<file path="src/rtl/sr_expander.sv">
// sr_expander: chained serial-in/parallel-out expander with manual bit-strobe shifting and a
// handshaked auto-loader that serialises one N-bit word. Optional macro OUT_LATCH_EN adds a hold register.
module sr_expander #(
  parameter int STAGE_W = 10,
  parameter int STAGES  = 2
) (
  input  logic                        cp,
  input  logic                        reset,
  input  logic                        shift_en,
  input  logic                        s_in,
  input  logic                        dir,
  input  logic                        e,
  input  logic                        xfer,
  input  logic                        load_valid,
  output logic                        load_ready,
  input  logic [STAGE_W*STAGES-1:0]   load_data,
  output logic                        busy,
  output logic                        done,
  output logic [STAGE_W*STAGES-1:0]   p_out,
  output logic [STAGES-1:0]           s_out
);
  localparam int N  = STAGE_W * STAGES;
  localparam int CW = $clog2(N);
  localparam logic [CW-1:0] CNT_LAST = CW'(N - 1);

  typedef enum logic [1:0] {
    IDLE  = 2'd0,
    SHIFT = 2'd1,
    DONE  = 2'd2
  } state_t;

  state_t        state, state_nx;
  logic [N-1:0]  sr;
  logic [CW-1:0] cnt;
  logic          dir_q;

  logic          do_shift;
  logic          accept;
  logic          bit_in;
  logic          shift_dir;
  logic [CW-1:0] feed_idx;
  logic [N-1:0]  sr_shifted;

  // Handshake: a word transfers on a rising edge where load_valid and load_ready are both high;
  // load_data is not captured, so the source holds it stable until done.
  assign load_ready = (state == IDLE) && !reset;
  assign busy       = (state != IDLE);
  assign done       = (state == DONE) && !reset;

  always_ff @(posedge cp) begin
    if (reset) state <= IDLE;
    else       state <= state_nx;
  end

  always_comb begin
    state_nx  = state;
    do_shift  = 1'b0;
    accept    = 1'b0;
    bit_in    = s_in;
    shift_dir = dir;
    feed_idx  = dir_q ? cnt : (CNT_LAST - cnt);
    case (state)
      IDLE: begin
        if (load_valid) begin
          accept   = 1'b1;
          state_nx = SHIFT;
        end else if (shift_en) begin
          do_shift = 1'b1;
        end
      end
      SHIFT: begin
        // MSB first when shifting up, LSB first when shifting down: both leave sr == load_data.
        do_shift  = 1'b1;
        bit_in    = load_data[feed_idx];
        shift_dir = dir_q;
        if (cnt == CNT_LAST) state_nx = DONE;
      end
      DONE:    state_nx = IDLE;
      default: state_nx = IDLE;
    endcase
  end

  assign sr_shifted = shift_dir ? {bit_in, sr[N-1:1]} : {sr[N-2:0], bit_in};

  always_ff @(posedge cp) begin
    if (reset) begin
      sr    <= '0;
      cnt   <= '0;
      dir_q <= 1'b0;
    end else begin
      if (do_shift) sr <= sr_shifted;
      if (accept) begin
        dir_q <= dir;
        cnt   <= '0;
      end else if (state == SHIFT) begin
        cnt <= (cnt == CNT_LAST) ? '0 : cnt + CW'(1);
      end
    end
  end

  logic act_dir;
  assign act_dir = (state == IDLE) ? dir : dir_q;

  for (genvar k = 0; k < STAGES; k++) begin : g_tap
    assign s_out[k] = act_dir ? sr[k*STAGE_W] : sr[(k+1)*STAGE_W-1];
  end

`ifdef OUT_LATCH_EN
  logic [N-1:0] hold;

  // xfer samples the pre-shift sr when it coincides with a manual shift.
  always_ff @(posedge cp) begin
    if (reset)                          hold <= '0;
    else if (state == DONE)             hold <= sr;
    else if (state == IDLE && xfer)     hold <= sr;
  end

  assign p_out = e ? hold : '0;
`else
  logic unused_xfer;
  assign unused_xfer = xfer;
  assign p_out = e ? sr : '0;
`endif

endmodule

</file>
<file path="config.mk">
export PLATFORM = sky130hd
export DESIGN_NAME = sr_expander
export DESIGN_NICKNAME = d
export VERILOG_FILES = /design/src/rtl/sr_expander.sv
export SDC_FILE = /design/constraint.sdc
export NUM_CORES = 1
export LEC_CHECK = 0
export ABC_AREA = 0
export BUFFER_PORTS_ARGS = -buffer_cell sky130_fd_sc_hd__buf_2
export CAP_MARGIN = 10
export CORE_MARGIN = 2
export CORE_UTILIZATION = 35
export DETAILED_ROUTE_END_ITERATION = 8
export PLACE_DENSITY = 0.58
export SKIP_LAST_GASP = 1
export SLEW_MARGIN = 40
export SYNTH_ARGS = -nofsm -noshare
export SYNTH_HDL_FRONTEND = slang
export SYNTH_SLANG_ARGS = --single-unit
</file>
<file path="constraint.sdc">
create_clock -name cp -period 5.2 [get_ports cp]
set_input_delay 0.26 -clock cp [delete_from_list [all_inputs] [get_ports cp]]
set_output_delay 0.26 -clock cp [all_outputs]
set_load 0.005 [all_outputs]
</file>
==> results of run 1 <==
==> final cells by class <==
class / count / area share
clock buffers: 4 / 0.0247
inverters: 4 / 0.00675
multi-input cells: 184 / 0.554
flip-flops and latches: 28 / 0.253
well taps: 72 / 0.0405
repair buffers: 53 / 0.121
==> report_power, final <==
part	leakage, nW	internal [mW]	switching (mW)
Sequential	0.231	0.231	0.0227
Clock	0.0288	0.0679	0.0703
Combinational	0.650	0.0566	0.0599
Total	0.910	0.355	0.153
==> logic make-up after synthesis <==
group,share of synthesized area
and+or+nand+nor,0.280
adders and majority gates,0.0192
muxes,0.148
xor gates and xnor gates,0.0179
DFF,0.287
AOI/OAI and AO/OA,0.164
buffers and inverters,0.0832
==> worst max-delay path by stage <==
stage                                     end  slack, ns
after floorplan            sr[0]$_SDFFE_PP0P_       3.42
after detailed placement  sr[19]$_SDFFE_PP0P_       2.81
after global placement    sr[19]$_SDFFE_PP0P_       2.84
after global routing      sr[19]$_SDFFE_PP0P_       2.92
final                     sr[19]$_SDFFE_PP0P_       3.12
after CTS                 sr[19]$_SDFFE_PP0P_       2.80
==> cell usage after synthesis (2+ instances only) <==
cell type and instances:
mux4_2 4, a311oi_1 18, buf_6 5, clkbuf_1 5, nor2_1 32, buf_2 4
ha_1 3, a211oi_1 2, a21oi_1 2, clkbuf_8 3, o211ai_1 3, nand4_1 2
o22ai_1 2, and2_1 20, nor2b_1 3, o21bai_1 2, o32ai_1 2, inv_1 4
dfxtp_1 28, nor3_1 4, xnor2_1 3, nand3_1 2, mux2i_1 8, nor4_1 4
nand2_1 44, nand2b_1 3, mux2_2 7
==> registers in the layout (all words and copies together), names as in the netlist <==
register and cells:
cnt 5, state 2, sr 20, dir_q 1
==> per-layer routing <==
| layer | part of all wire | vias to the layer above | routed length, um | global-route usage |
|---|---|---|---|---|
| met2 | 0.46 | 44 | 2110 | 0.244 |
| met5 | 0 | - | 0 | 0 |
| met1 | 0.48 | 833 | 2210 | 0.206 |
| li1 | - | 917 | - | - |
| met4 | 0.017 | 0 | 77 | 0.0526 |
| met3 | 0.038 | 7 | 174 | 0.0182 |
==> results.md, run 1 <==
* Status: finished, final reports clean
* Clock period minus worst slack at 2.08 ns
* Cts bufs inserted at 3
* Commonest non-fill, non-tap cell in the layout: buf_2
* Max stage delay on crit path at between 0.7 and 0.8 ns
* Drt drc at 0
* I/O pins at between 50 and 60
* Worst vdd ir at between 0.09 and 0.1 mV
* RePlAce Congestion at around 0.77
* Share of layout cells above drive strength 1 at 0.271
* Synth cell types at 43
* Register area at ~560 um2
* Hold Path End: cnt[1]$_SDFFE_PP0P_
* WHS at around 0.23 ns
* Mapped cell area at 0.00196 mm2
* R2R cell count at 5
* Top-area cell type share of the netlist area at 0.287
* Max-slew violation count at 0
* Max-Cap Viols at 0
* Worst skew pair latency at approximately 0.28 ns
* Core box area at around 0.0054 mm2
* Largest net degree at the start of global routing at 31
* Antenna-violating nets left at 0
* Area Growth Syn to Fin at 13.8%
* Die area at approximately 0.0062 mm2
* PnR worst setup slack at approximately 3.1 ns
* Util after Layout at 0.409
* Finished Cell Area at between 0.002 and 0.0025 mm2
* Critical setup path kind: flop to flop
* Yosys reg bits at 28
* DP Worst Slack at 2.81 ns
* Stages on the worst setup path at 5
* Post-Synthesis Cells at about 240
* CTS tree: done
* Setup bufs post-CTS at 0
* Row count at 27
* Setup TNS Final at 0 ns
* Final HPWL DP at ~3.3 mm
* First-pass GRT wire length at 7.63 mm
* Setup violations, final at 0
* Crit path top cell by count: nor4_1
* Placed Instances at between 300 and 400
* Post-synthesis sequential area ratio at 0.287
* Synth Net Count at around 270
* Ant diodes at 0
* Slowest CP cell: dfxtp_1
* Dominant cells by area after synthesis: dfxtp_1, nand2_1, a311oi_1
* Post-synth EDFFs at 0
* Routed len/inst at roughly 13 um
* Arrival @ worst endpoint at approximately 2.3 ns
* RR Endpoint: sr[19]$_SDFFE_PP0P_
* Vias in the first global route at between 1500 and 2000
* Root Driver: clkbuf_8
* Avg Cell Area, Syn at 8.32 um2
* Post-CTS Resized at 0
* Max_slew headroom at 0.602
* Worst Hold Depth at 2
* Critical Path Sink Type: flop
* CP delay by family, top: flip-flops
* Filler instances at approximately 570
* Worst hold path startpoint: load_valid
* Die outline width at 78.8 um
* Crit start category: flop
* Worst R2R Setup Slack at roughly 3.1 ns
* # hold bufs at CTS at 0
* Worst r2r src: dir_q$_SDFFE_PP0P_
* Multi-input gate area at about 0.0012 mm2
* DP Area at 0.00217 mm2
* RSZ-0062 raised after global routing: false
* Crit path cell chain: mux2i_1 > a311o_1 > o311ai_2 > nor4_1 > nor4_1
* Hold crit path type: primary input to flop
* Hold Vio Cnt, Final at 0
* Power Dens Cells at roughly 230 mW/mm2
* Final WL at 4.57 mm
* Initial core utilization at 0.360
* Leading area contributor after synthesis: dfxtp_1
* Via count at roughly 1800
* Ys flop type: dfxtp_1
* CP bufs+invs at 0
* Period utilization at 0.399
* Fin cells at 345
* Pwr Total at approximately 0.51 mW
* Worst EP required at ~5.4 ns
* Grt ovf at 0
* Port Buffer Count at between 50 and 60
* Slew of the pin with the lowest slew margin at just under 0.6 ns
* Initial antenna violation count at 0
* Die Y at slightly below 80 um
* Nets@finish at 305
* DR iter-0 viols at approximately 110
* H-Tree Depth at 1
* Overall Global Routing Usage at 0.150
* Yosys warns at 0
* Leak at 0.910 nW
* Avg Vias per Cell at approximately 5.2
* Longest Clk Path Bufs at 2
* First-pass DRT Iterations at 4
* Skew final at between 0.007 and 0.008 ns
* Fmax at 0.482 GHz
* Most frequent cells in the layout: buf_2, nand2_1, nor2_1
* Reg clk slew, reported paths at 0.09 ns
* CP startpoint: dir_q$_SDFFE_PP0P_
* CP Max Fanout at 16
* Clk sinks at 28
* Asr flop ratio synth at 0
Note: power is estimated with default switching activity, not from simulation.
==> inputs of run 2 (changes only) <==
- PLACE_DENSITY: 0.58 -> 0.6
- clock period: 5.2 -> 1.7 ns (I/O delays scaled with it)
==> run 2 against run 1 <==
Net effect: the flow now finishes with violations (negative setup slack); highest routed layer unchanged; clock skew down 0.0025 ns; non-clock buffer count up 28; first-iteration DRC count down 34%; total power rose to 3.4 times the previous value; critical path depth up 1; largest power group unchanged; register-to-register slack worse by 3.2 ns.
==> results.md, run 2 (synthesis gave the netlist of run 1 again) <==
* RSZ-0062 raised after global routing: true
* Leak at 1.07 nW
* Ant diodes at 0
* CTS tree: done
* # hold bufs at CTS at 0
* Power Dens Cells at between 600 and 700 mW/mm2
* Worst R2R Setup Slack at -0.03 ns
* Die Y at between 70 and 80 um
* Max reg flops at 20
* Hold Vio Cnt, Final at 0
* Placed Instances at 362
* Commonest non-fill, non-tap cell in the layout: buf_2
* Max_slew headroom at 0.645
* Max-slew violation count at 0
* Vias in the first global route at roughly 1900
* Worst hold path startpoint: load_valid
* First-pass GRT wire length at 8.09 mm
* Initial antenna violation count at 0
* CP startpoint: cnt[0]$_SDFFE_PP0P_
* Skew final at 0.00524 ns
* First-pass DRT Iterations at 4
* Longest Clk Path Bufs at 2
* Fin cells at around 370
* Die area at 0.00620 mm2
* Core box area at about 0.0054 mm2
* CP Max Fanout at 5
* Drt drc at 0
* WHS at 0.0753 ns
* Worst EP required at between 1.5 and 2 ns
* Fmax at 0.577 GHz
* Slew of the pin with the lowest slew margin at about 0.53 ns
* Worst skew pair latency at around 0.28 ns
* Via count at about 1900
* Final WL at between 4 and 5 mm
* Nets@finish at 333
* RR Endpoint: sr[19]$_SDFFE_PP0P_
* Port Buffer Count at 51
* Worst r2r src: cnt[0]$_SDFFE_PP0P_
* Row count at 27
* Util after Layout at 0.468
* Setup violations, final at 2
* Area Growth Syn to Fin at 30.1%
* Largest register by flop count: sr
* H-Tree Depth at 1
* Largest net degree at the start of global routing at 29
* Failing checks: negative setup slack
* Hold crit path type: primary input to flop
* Most frequent cells in the layout: buf_2, nand2_1, nor2_1
* Grt ovf at 0
* Clk sinks at 28
* Overall Global Routing Usage at 0.159
* Status: finished, violations left
* RePlAce Congestion at ~0.79
* Final HPWL DP at around 3.5 mm
* Max-Cap Viols at 0
* Period utilization at 1.02
* Antenna-violating nets left at 0
* Die outline width at about 79 um
* Reg clk slew, reported paths at 0.10 ns
* Worst vdd ir at roughly 0.53 mV
* DP Worst Slack at -0.0989 ns
* Arrival @ worst endpoint at between 1.5 and 2 ns
* Pwr Total at 1.75 mW
* Critical Path Sink Type: flop
* DR iter-0 viols at between 70 and 80
* Share of layout cells above drive strength 1 at 0.405
* Cts bufs inserted at 3
* Initial core utilization at 0.360
* Crit start category: flop
* Avg Vias per Cell at 5.18
* I/O pins at 53
* Clock period minus worst slack at 1.73 ns
* Regs by FF count: sr (20), cnt (5), state (2)
* Critical setup path kind: flop to flop
* Crit path capture: sr[19]$_SDFFE_PP0P_
* R2R cell count at 6
* PnR worst setup slack at -0.0332 ns
* Routed len/inst at between 10 and 15 um
* Root Driver: clkbuf_8
[run 2: cell types whose count changed in the layout (fill, tap and decap cells not counted), sizes merged]
cell / delta
buf: +28
bufinv: +1
clkbuf: -1
[run 2: cell type report]
| cell class | instances | area [um2] |
|---|---|---|
| Sequential cell | 28 | 571 |
| Timing Repair Buffer | 81 | 500 |
| Fill cell | 554 | 2890 |
| Tap cell | 72 | 90.1 |
| Inverter | 4 | 15.0 |
| Clock inverter | 1 | 30.0 |
| Clock buffer | 3 | 41.3 |
| Multi-Input combinational cell | 184 | 1300 |
[run 2: worst min path at each step]
stage,cells after the start,endpoint
global placement,2,cnt[1]$_SDFFE_PP0P_
CTS,2,cnt[1]$_SDFFE_PP0P_
detailed placement,2,cnt[1]$_SDFFE_PP0P_
global route,2,cnt[1]$_SDFFE_PP0P_
floorplan,1,cnt[1]$_SDFFE_PP0P_
finish,2,cnt[1]$_SDFFE_PP0P_
[run 2: power by group]
part	switching, mW	internal (mW)	leakage (nW)	total (mW)
Sequential	0.0560	0.706	0.233	0.762
Clock	0.220	0.316	0.0357	0.536
Combinational	0.217	0.231	0.800	0.448
Total	0.493	1.25	1.07	1.75
[run 2: stage by stage]
stage	TNS (ns)	area, um2
final	-0.0380	2540
after global routing	-0.174	2540
after CTS	-0.0861	2480
after detailed placement	-0.190	2360
after global placement	-0.158	2360
after floorplan	-0.00331	1960
[run 2: timing repair]
| item | 4_1_cts | 5_1_grt |
|---|---|---|
| pin swaps | 9 | 7 |
| endpoints found under the setup margin | 4 | 18 |
| buffers inserted | 5 | 3 |
| gates resized for setup | 9 | 14 |
[run 2: worst max-delay path: stages, from the launching register on]
cell	delay, ns
dfxtp_4	0.38
buf_6	0.12
mux4_2	0.50
nor2_2	0.12
o311ai_2	0.13
nor4_1	0.27
nor4_1	0.09
[run 2: per-layer routing]
layer  track usage  wire [um]  up-vias
li1              -          -      968
met1         0.193       2160      911
met2         0.295       2380       48
met3        0.0261        200        4
met4        0.0333         45        0
met5             0          0        -
